==> src/rtl/hpdcache_mem_write_responder.sv <==
// HPDcache write-channel slave: header FIFO, word-write port, delayed write response.
// Define HPDCACHE_MEM_WR_RESP_LEN_CHECK_EN to check burst length against req_len_i.
module hpdcache_mem_write_responder #(
  parameter int AddrWidth   = 32,
  parameter int DataWidth   = 64,
  parameter int IdWidth     = 4,
  parameter int LenWidth    = 8,
  parameter int HdrDepth    = 4,
  parameter int RespLatency = 2
) (
  input  logic                   clk_i,
  input  logic                   rst_i,
  input  logic                   req_valid_i,
  output logic                   req_ready_o,
  input  logic [AddrWidth-1:0]   req_addr_i,
  input  logic [LenWidth-1:0]    req_len_i,
  input  logic [IdWidth-1:0]     req_id_i,
  input  logic                   data_valid_i,
  output logic                   data_ready_o,
  input  logic [DataWidth-1:0]   data_i,
  input  logic [DataWidth/8-1:0] data_be_i,
  input  logic                   data_last_i,
  output logic                   resp_valid_o,
  input  logic                   resp_ready_i,
  output logic [IdWidth-1:0]     resp_id_o,
  output logic                   resp_error_o,
  output logic                   mem_we_o,
  output logic [AddrWidth-1:0]   mem_addr_o,
  output logic [DataWidth-1:0]   mem_wdata_o,
  output logic [DataWidth/8-1:0] mem_be_o
);
  localparam int BeatBytes = DataWidth / 8;
  localparam int ByteShift = $clog2(BeatBytes);
  localparam int PtrW      = $clog2(HdrDepth);
  localparam logic [3:0]  LatInit = 4'(RespLatency);
  localparam logic [PtrW:0] PtrOne = (PtrW+1)'(1);

  typedef struct packed {
    logic [AddrWidth-1:0] addr;
    logic [LenWidth-1:0]  len;
    logic [IdWidth-1:0]   id;
  } hdr_t;

  typedef enum logic [1:0] {
    IDLE,
    DATA,
    WAIT,
    RESP
  } state_e;

  hdr_t                 fifo_q [HdrDepth];
  logic [PtrW:0]        wr_ptr_q;
  logic [PtrW:0]        rd_ptr_q;
  hdr_t                 head;
  logic                 full;
  logic                 empty;
  logic                 push;
  logic                 pop;
  state_e               state_q;
  logic [LenWidth:0]    beat_cnt_q;
  logic [3:0]           wait_q;
  logic                 beat_acc;
  logic                 beat_we;
  logic                 term_err;
  logic [AddrWidth-1:0] beat_off;

  assign full  = (wr_ptr_q[PtrW] != rd_ptr_q[PtrW]) &&
                 (wr_ptr_q[PtrW-1:0] == rd_ptr_q[PtrW-1:0]);
  assign empty = wr_ptr_q == rd_ptr_q;
  assign head  = fifo_q[rd_ptr_q[PtrW-1:0]];
  assign push  = req_valid_i && !full;

  assign beat_acc = (state_q == DATA) && data_valid_i;
  assign pop      = beat_acc && data_last_i;
  assign beat_off = AddrWidth'(beat_cnt_q) << ByteShift;

`ifdef HPDCACHE_MEM_WR_RESP_LEN_CHECK_EN
  assign beat_we  = beat_acc && (beat_cnt_q <= {1'b0, head.len});
  assign term_err = beat_cnt_q != {1'b0, head.len};
`else
  // len is stored but never checked in this build
  assign beat_we  = beat_acc;
  assign term_err = 1'b0 & (|head.len);
`endif

  assign req_ready_o  = !full;
  assign data_ready_o = state_q == DATA;
  assign resp_valid_o = state_q == RESP;
  assign mem_we_o     = beat_we;
  assign mem_addr_o   = beat_we ? head.addr + beat_off : '0;
  assign mem_wdata_o  = beat_we ? data_i : '0;
  assign mem_be_o     = beat_we ? data_be_i : '0;

  always_ff @(posedge clk_i) begin
    if (push) begin
      fifo_q[wr_ptr_q[PtrW-1:0]] <= '{addr: req_addr_i,
                                      len:  req_len_i,
                                      id:   req_id_i};
    end
  end

  always_ff @(posedge clk_i) begin
    if (rst_i) begin
      wr_ptr_q     <= '0;
      rd_ptr_q     <= '0;
      state_q      <= IDLE;
      beat_cnt_q   <= '0;
      wait_q       <= '0;
      resp_id_o    <= '0;
      resp_error_o <= 1'b0;
    end else begin
      if (push) wr_ptr_q <= wr_ptr_q + PtrOne;
      if (pop)  rd_ptr_q <= rd_ptr_q + PtrOne;
      unique case (state_q)
        IDLE: if (!empty) state_q <= DATA;
        DATA: begin
          if (pop) begin
            resp_id_o    <= head.id;
            resp_error_o <= term_err;
            beat_cnt_q   <= '0;
            if (RespLatency > 0) begin
              wait_q  <= LatInit;
              state_q <= WAIT;
            end else begin
              state_q <= RESP;
            end
          end else if (beat_acc) begin
            // saturate so runaway bursts never wrap back into range
            beat_cnt_q <= beat_cnt_q +
                          {{LenWidth{1'b0}}, ~&beat_cnt_q};
          end
        end
        WAIT: begin
          wait_q <= wait_q - 4'd1;
          if (wait_q == 4'd1) state_q <= RESP;
        end
        RESP: if (resp_ready_i) state_q <= empty ? IDLE : DATA;
        default: state_q <= IDLE;
      endcase
    end
  end

endmodule

==> config.mk <==
export PLATFORM = sky130hd
export DESIGN_NAME = hpdcache_mem_write_responder
export DESIGN_NICKNAME = d
export VERILOG_FILES = /design/src/rtl/hpdcache_mem_write_responder.sv
export SDC_FILE = /design/constraint.sdc
export NUM_CORES = 1
export LEC_CHECK = 0
export ABC_CLOCK_PERIOD_IN_PS = 8300
export CAP_MARGIN = 5
export CELL_PAD_IN_SITES_DETAIL_PLACEMENT = 0
export CELL_PAD_IN_SITES_GLOBAL_PLACEMENT = 1
export CORE_MARGIN = 2
export CORE_UTILIZATION = 41
export CTS_CLUSTER_SIZE = 25
export DETAILED_ROUTE_END_ITERATION = 10
export PLACE_DENSITY = 0.93
export REMOVE_ABC_BUFFERS = 1
export SETUP_SLACK_MARGIN = 0.2
export SLEW_MARGIN = 20
export SYNTH_ARGS = -nofsm -noshare
export SYNTH_HDL_FRONTEND = slang
export SYNTH_SLANG_ARGS = --single-unit
==> constraint.sdc <==
create_clock -name clk_i -period 8.3 [get_ports clk_i]
set_input_delay 0.83 -clock clk_i [delete_from_list [all_inputs] [get_ports clk_i]]
set_output_delay 0.83 -clock clk_i [all_outputs]
set_load 0.02 [all_outputs]
After elaboration in Yosys (flattened, before gate mapping). Memories as Yosys holds them, arrays and structs flattened. A register that Yosys moved wholly into a read port is not among the register bits. Cells that the tools add are included.

Add/sub/neg operators: 5. Eq/ne operators: 11. Muxes and demuxes: 17. Reduce and logical (&&, ||, !) cells: 14.

Operators by type and width (count): two-way mux 64 bit (1); adder 32 x 12 -> 32 bit (1); two-way mux 32 bit (1); two-way mux 9 bit (2); two-way mux 2 bit (6); adder 9 x 1 -> 9 bit (1); AND reduction 9 bit (1); two-way mux 8 bit (1); one-hot mux 2 bit (4 select lines) (1); one-hot mux 4 bit (2 select lines) (1); adder 3 x 1 -> 3 bit, second input constant (2); AND reduction 2 bit (3); == test 2 bit, second input constant (2); == test 4 x 1 -> 1 bit, second input constant (1); logical AND 1 bit (4); two-way mux 4 bit (1); inequality test 2 x 1 -> 1 bit, second input constant (2); inequality test 2 bit, second input constant (2); AND reduction 4 bit (1); nonzero test 2 bit (2); subtractor 4 x 1 -> 4 bit, second input constant (1); == test 3 bit (1); two-way mux 1 bit (3); == test 2 x 1 -> 1 bit, second input constant (1); other kinds (4) (5).

Bits in registers: 25. Memory bits (writable): 176. Bits of input ports: 122. Output and inout bits: 113. Word-level logic and storage cells: 54. Memories kept: 1.

Memories: fifo_q (depth 4, width 44, rd ports 1, clocked after Yosys merged registers in 1, wr ports 1, RTL line 51) `hdr_t fifo_q [HdrDepth];`.

Longest topological paths before layout.
Depth after elaboration: 6. Depth in mapped cells: 14. Mapped depth without buffers: 9.

Worst setup path before layout. Ideal clock, no wire load.

Path type: reg-to-output. Start: register (tool-made name). End: output mem_addr_o[31]. Arrival: 3815 ps. Setup slack: 3655 ps. Cell stages (with the launch flop): 14. Buffers on the path: 5. Path through: dfxtp_1 buf_6 buf_6 buf_2 buf_2 mux4_2 ha_1 nand3_1 o211ai_1 o21ai_1 or3_1 buf_2 or3_1 a21oi_1.

RTL lines: to (decl) (RTL line 28) `output logic [AddrWidth-1:0] mem_addr_o,`.

==> impl_metrics.yaml <==
status:
  run_status: "finished, final reports clean"
sta:
  period_share_pct: 72.0
  setup_viol: 0
  worst-slew-pin-transition_ns: 1.01
  hold_ws_ns: 0.458
  maxSlewViolCount: 0
  fin_worst_skew_ns: 0.0132
  max_clock_freq_mhz: 167
  slew_headroom_pct: 32.6
  period_minus_slack_ns: 5.98
  setup_slack_ns: 2.32
  rsz0062_at_grt: "false"
  hold_viol: 0
  timing.setup.tns_ns: 0
clock_tree:
  htree_levels: 4
  cts_tree: "done"
  post-cts-setup-buffer-count: 0
  clkTransAtPathRegs_ns: 0.07
  clockRootBuffer: "clkbuf_16"
  clock_latency_ns: 0.43
  cts_resized: 0
  cts_buffers: 17
  clockBufferDepth: 2
  cts.sinks: 171
  cts_hold_buf: 0
worst_setup_path:
  critPathBufInv: 2
  cp.required_ns: 7.47
  crit_path_max_fanout: 19
  critical_path_class: "flop to output port"
  crit_path_max_incr_delay_ns: 0.72
  crit_slowest_cell: "dfxtp_2"
  crit_arrival_ns: 5.15
  critPathLaunchType: "flop"
  end_kind: "output port"
  critical_path.top_delay_family: "compound AO/OA/AOI/OAI gates"
  crit_chain: "buf_4 > mux4_2 > ha_1 > fa_1 > a211oi_1 > nor3_1 > o21ai_1 > or3_1 > o21ai_0 > a21oi_1 > clkdlybuf4s50_1"
synthesis:
  synth_ff_type: "edfxtp_1"
  synth_top_cell_area_share_pct: 54.3
  synthArstFlopShare_pct: 0
  synth.distinct_cells: 43
  ys_warn_count: 0
  syn_area_um2: 7960
  synth_top_area_cell: "edfxtp_1"
  post_synth.cell_area_avg_um2: 13.6
  synth_edf_count: 144
  yosysSeqAreaShare_pct: 61.1
  syn_inst: 585
  ys_ff_latch: 171
  yosys-top-cells-area: "edfxtp_1 (54%), mux4_2 (8.5%), dfxtp_1 (6.8%), and3_1 (6.4%), ha_1 (3.6%)"
die:
  die_area_um2: 20600
  rows: 50
  coreArea_um2: 18900
  initial_utilization_pct: 42.2
  die_h_um: 143
  io_pins: 235
  die-width_um: 143
power_and_ir_drop:
  peakVddDrop_v: 0.000147
  p_leak_nw: 3.93
  pwr_density_cell_nw_per_um2: 218
routing:
  wirelength_mm: 21.5
  drcViolationCount: 0
  wl_per_cell_um: 20.0
  first_iter_violations: 252
  postRouteAntennaNets: 0
  dr.pass1.iters: 5
  vias: 5563
  viasPerCell: 5.17
global_route:
  grt_antenna_before_repair: 2
  grt_pass1_wl_mm: 31.8
  overflow: 0
  grt_pass1_vias: 5594
  grt_usage_pct: 21.0
  grt_max_degree: 81
place:
  globalplace.congestion: 0.829
  hpwl_mm: 15.1
  io_buffer_count: 225
  placedCellCount: 1041
  post-place-ws_ns: 2.70
final_layout:
  syn2layout_area_growth_pct: 38.3
  nets: 946
  fin_cells: 1075
  drive_above_1_share_pct: 9.47
flow_run:
  cap_violations: 0
min_path:
  min-delay-path-class: "flop to flop"
## cell usage in the layout, fill, tap and decap left out, drive strengths merged, types with 19 or more instances in the layout
cell / synthesis / layout
inv: 13 / 20
and3: 81 / 81
clkdlybuf4s50: 0 / 224
mux4: 35 / 35
ha: 23 / 23
dfxtp: 27 / 27
nor2: 49 / 49
xnor2: 19 / 19
edfxtp: 144 / 144
nand2: 34 / 34
a21oi: 26 / 26
## report_power, final
part           internal (W)  total [W]  switching [W]  leakage, nW
logic              0.000280   0.000605       0.000325         2.10
clock network      0.000449   0.000785       0.000336        0.285
registers          0.000982    0.00101      0.0000272         1.54
## layer usage
metal / vias up / GRT usage, % / share of wire [%]
met5: - / 0 / 0
met3: 19 / 6.16 / 8.4
met2: 218 / 37.6 / 52
met4: 0 / 9.29 / 2.6
met1: 2679 / 23.2 / 37
li1: 2647 / - / -
## tightest hold or removal path, delay by kind of cell, from the launching register on
family / cells / cell delay, ns
flops: 1 / 0.31
simple gates: 1 / 0.05
compound gates: 1 / 0.05
## state kept, by name (all words and copies together) (netlist names), named ones only
register    flops
wr_ptr_q        3
rd_ptr_q        3
wait_q          4
state_q         2
beat_cnt_q      9
resp_id_o       4
fifo_q        144
## per-stage QoR
| step | area [µm²] | util, % | total power (W) |
|---|---|---|---|
| final | 11000 | 58.3 | 0.00240 |
| after global routing | 11000 | 58.3 | 0.00251 |
| after CTS | 11000 | 58.3 | 0.00242 |
| after detailed placement | 10400 | 55.2 | 0.00164 |
| after global placement | 10400 | 55.2 | 0.00163 |
| after floorplan | 7810 | - | 0.00135 |
## cell usage after synthesis, types with 3 or more instances
| master | count |
|---|---|
| a21oi_1 | 26 |
| a21o_1 | 3 |
| dfxtp_1 | 27 |
| inv_1 | 13 |
| nand2_1 | 34 |
| ha_1 | 23 |
| nor4_1 | 3 |
| buf_2 | 3 |
| nand4_1 | 4 |
| xnor2_1 | 19 |
| o21ai_0 | 15 |
| buf_4 | 3 |
| mux2i_1 | 5 |
| and3_1 | 81 |
| nand3_1 | 11 |
| clkbuf_1 | 24 |
| and2_1 | 4 |
| o211ai_1 | 3 |
| nor2_1 | 49 |
| xor2_1 | 11 |
| mux4_1 | 5 |
| edfxtp_1 | 144 |
| or3_1 | 11 |
| nor3_1 | 7 |
| a211oi_1 | 5 |
| mux4_2 | 30 |
## path summary, 6_finish.rpt
check,start,endpoint,slack [ns],depth (start not counted)
setup / recovery,flop,mem_addr_o[31],2.32,11
hold / removal,resp_id_o[1],resp_id_o[1],0.46,2
setup reg to reg,state_q[1],state_q[0],5.46,9
hold reg to reg,resp_id_o[1],resp_id_o[1],0.46,2
## area by class of cell
cell class,instances,area [µm²]
diodes,2,5.00
fillers,1536,7880
repair buffers,229,2280
clock buffers,17,425
multi-input cells,367,2900
inverters,14,52.6
clock inverters,15,161
well taps,260,325
flip-flops and latches,171,4870
## cell families (layout without fill, tap and decap cells)
kind of cell / Yosys count / count (layout) / share of synthesized area [%]
flops: 171 / 171 / 61.1
buf+inv: 47 / 275 / 2.59
fa+ha+maj: 24 / 24 / 3.86
compound gates: 61 / 61 / 4.43
xor+xnor: 30 / 30 / 3.30
simple gates: 210 / 210 / 13.8
other cells: 1 / 3 / 0.0471
mux: 41 / 41 / 10.9
Note: power is estimated with default switching activity, not from simulation.
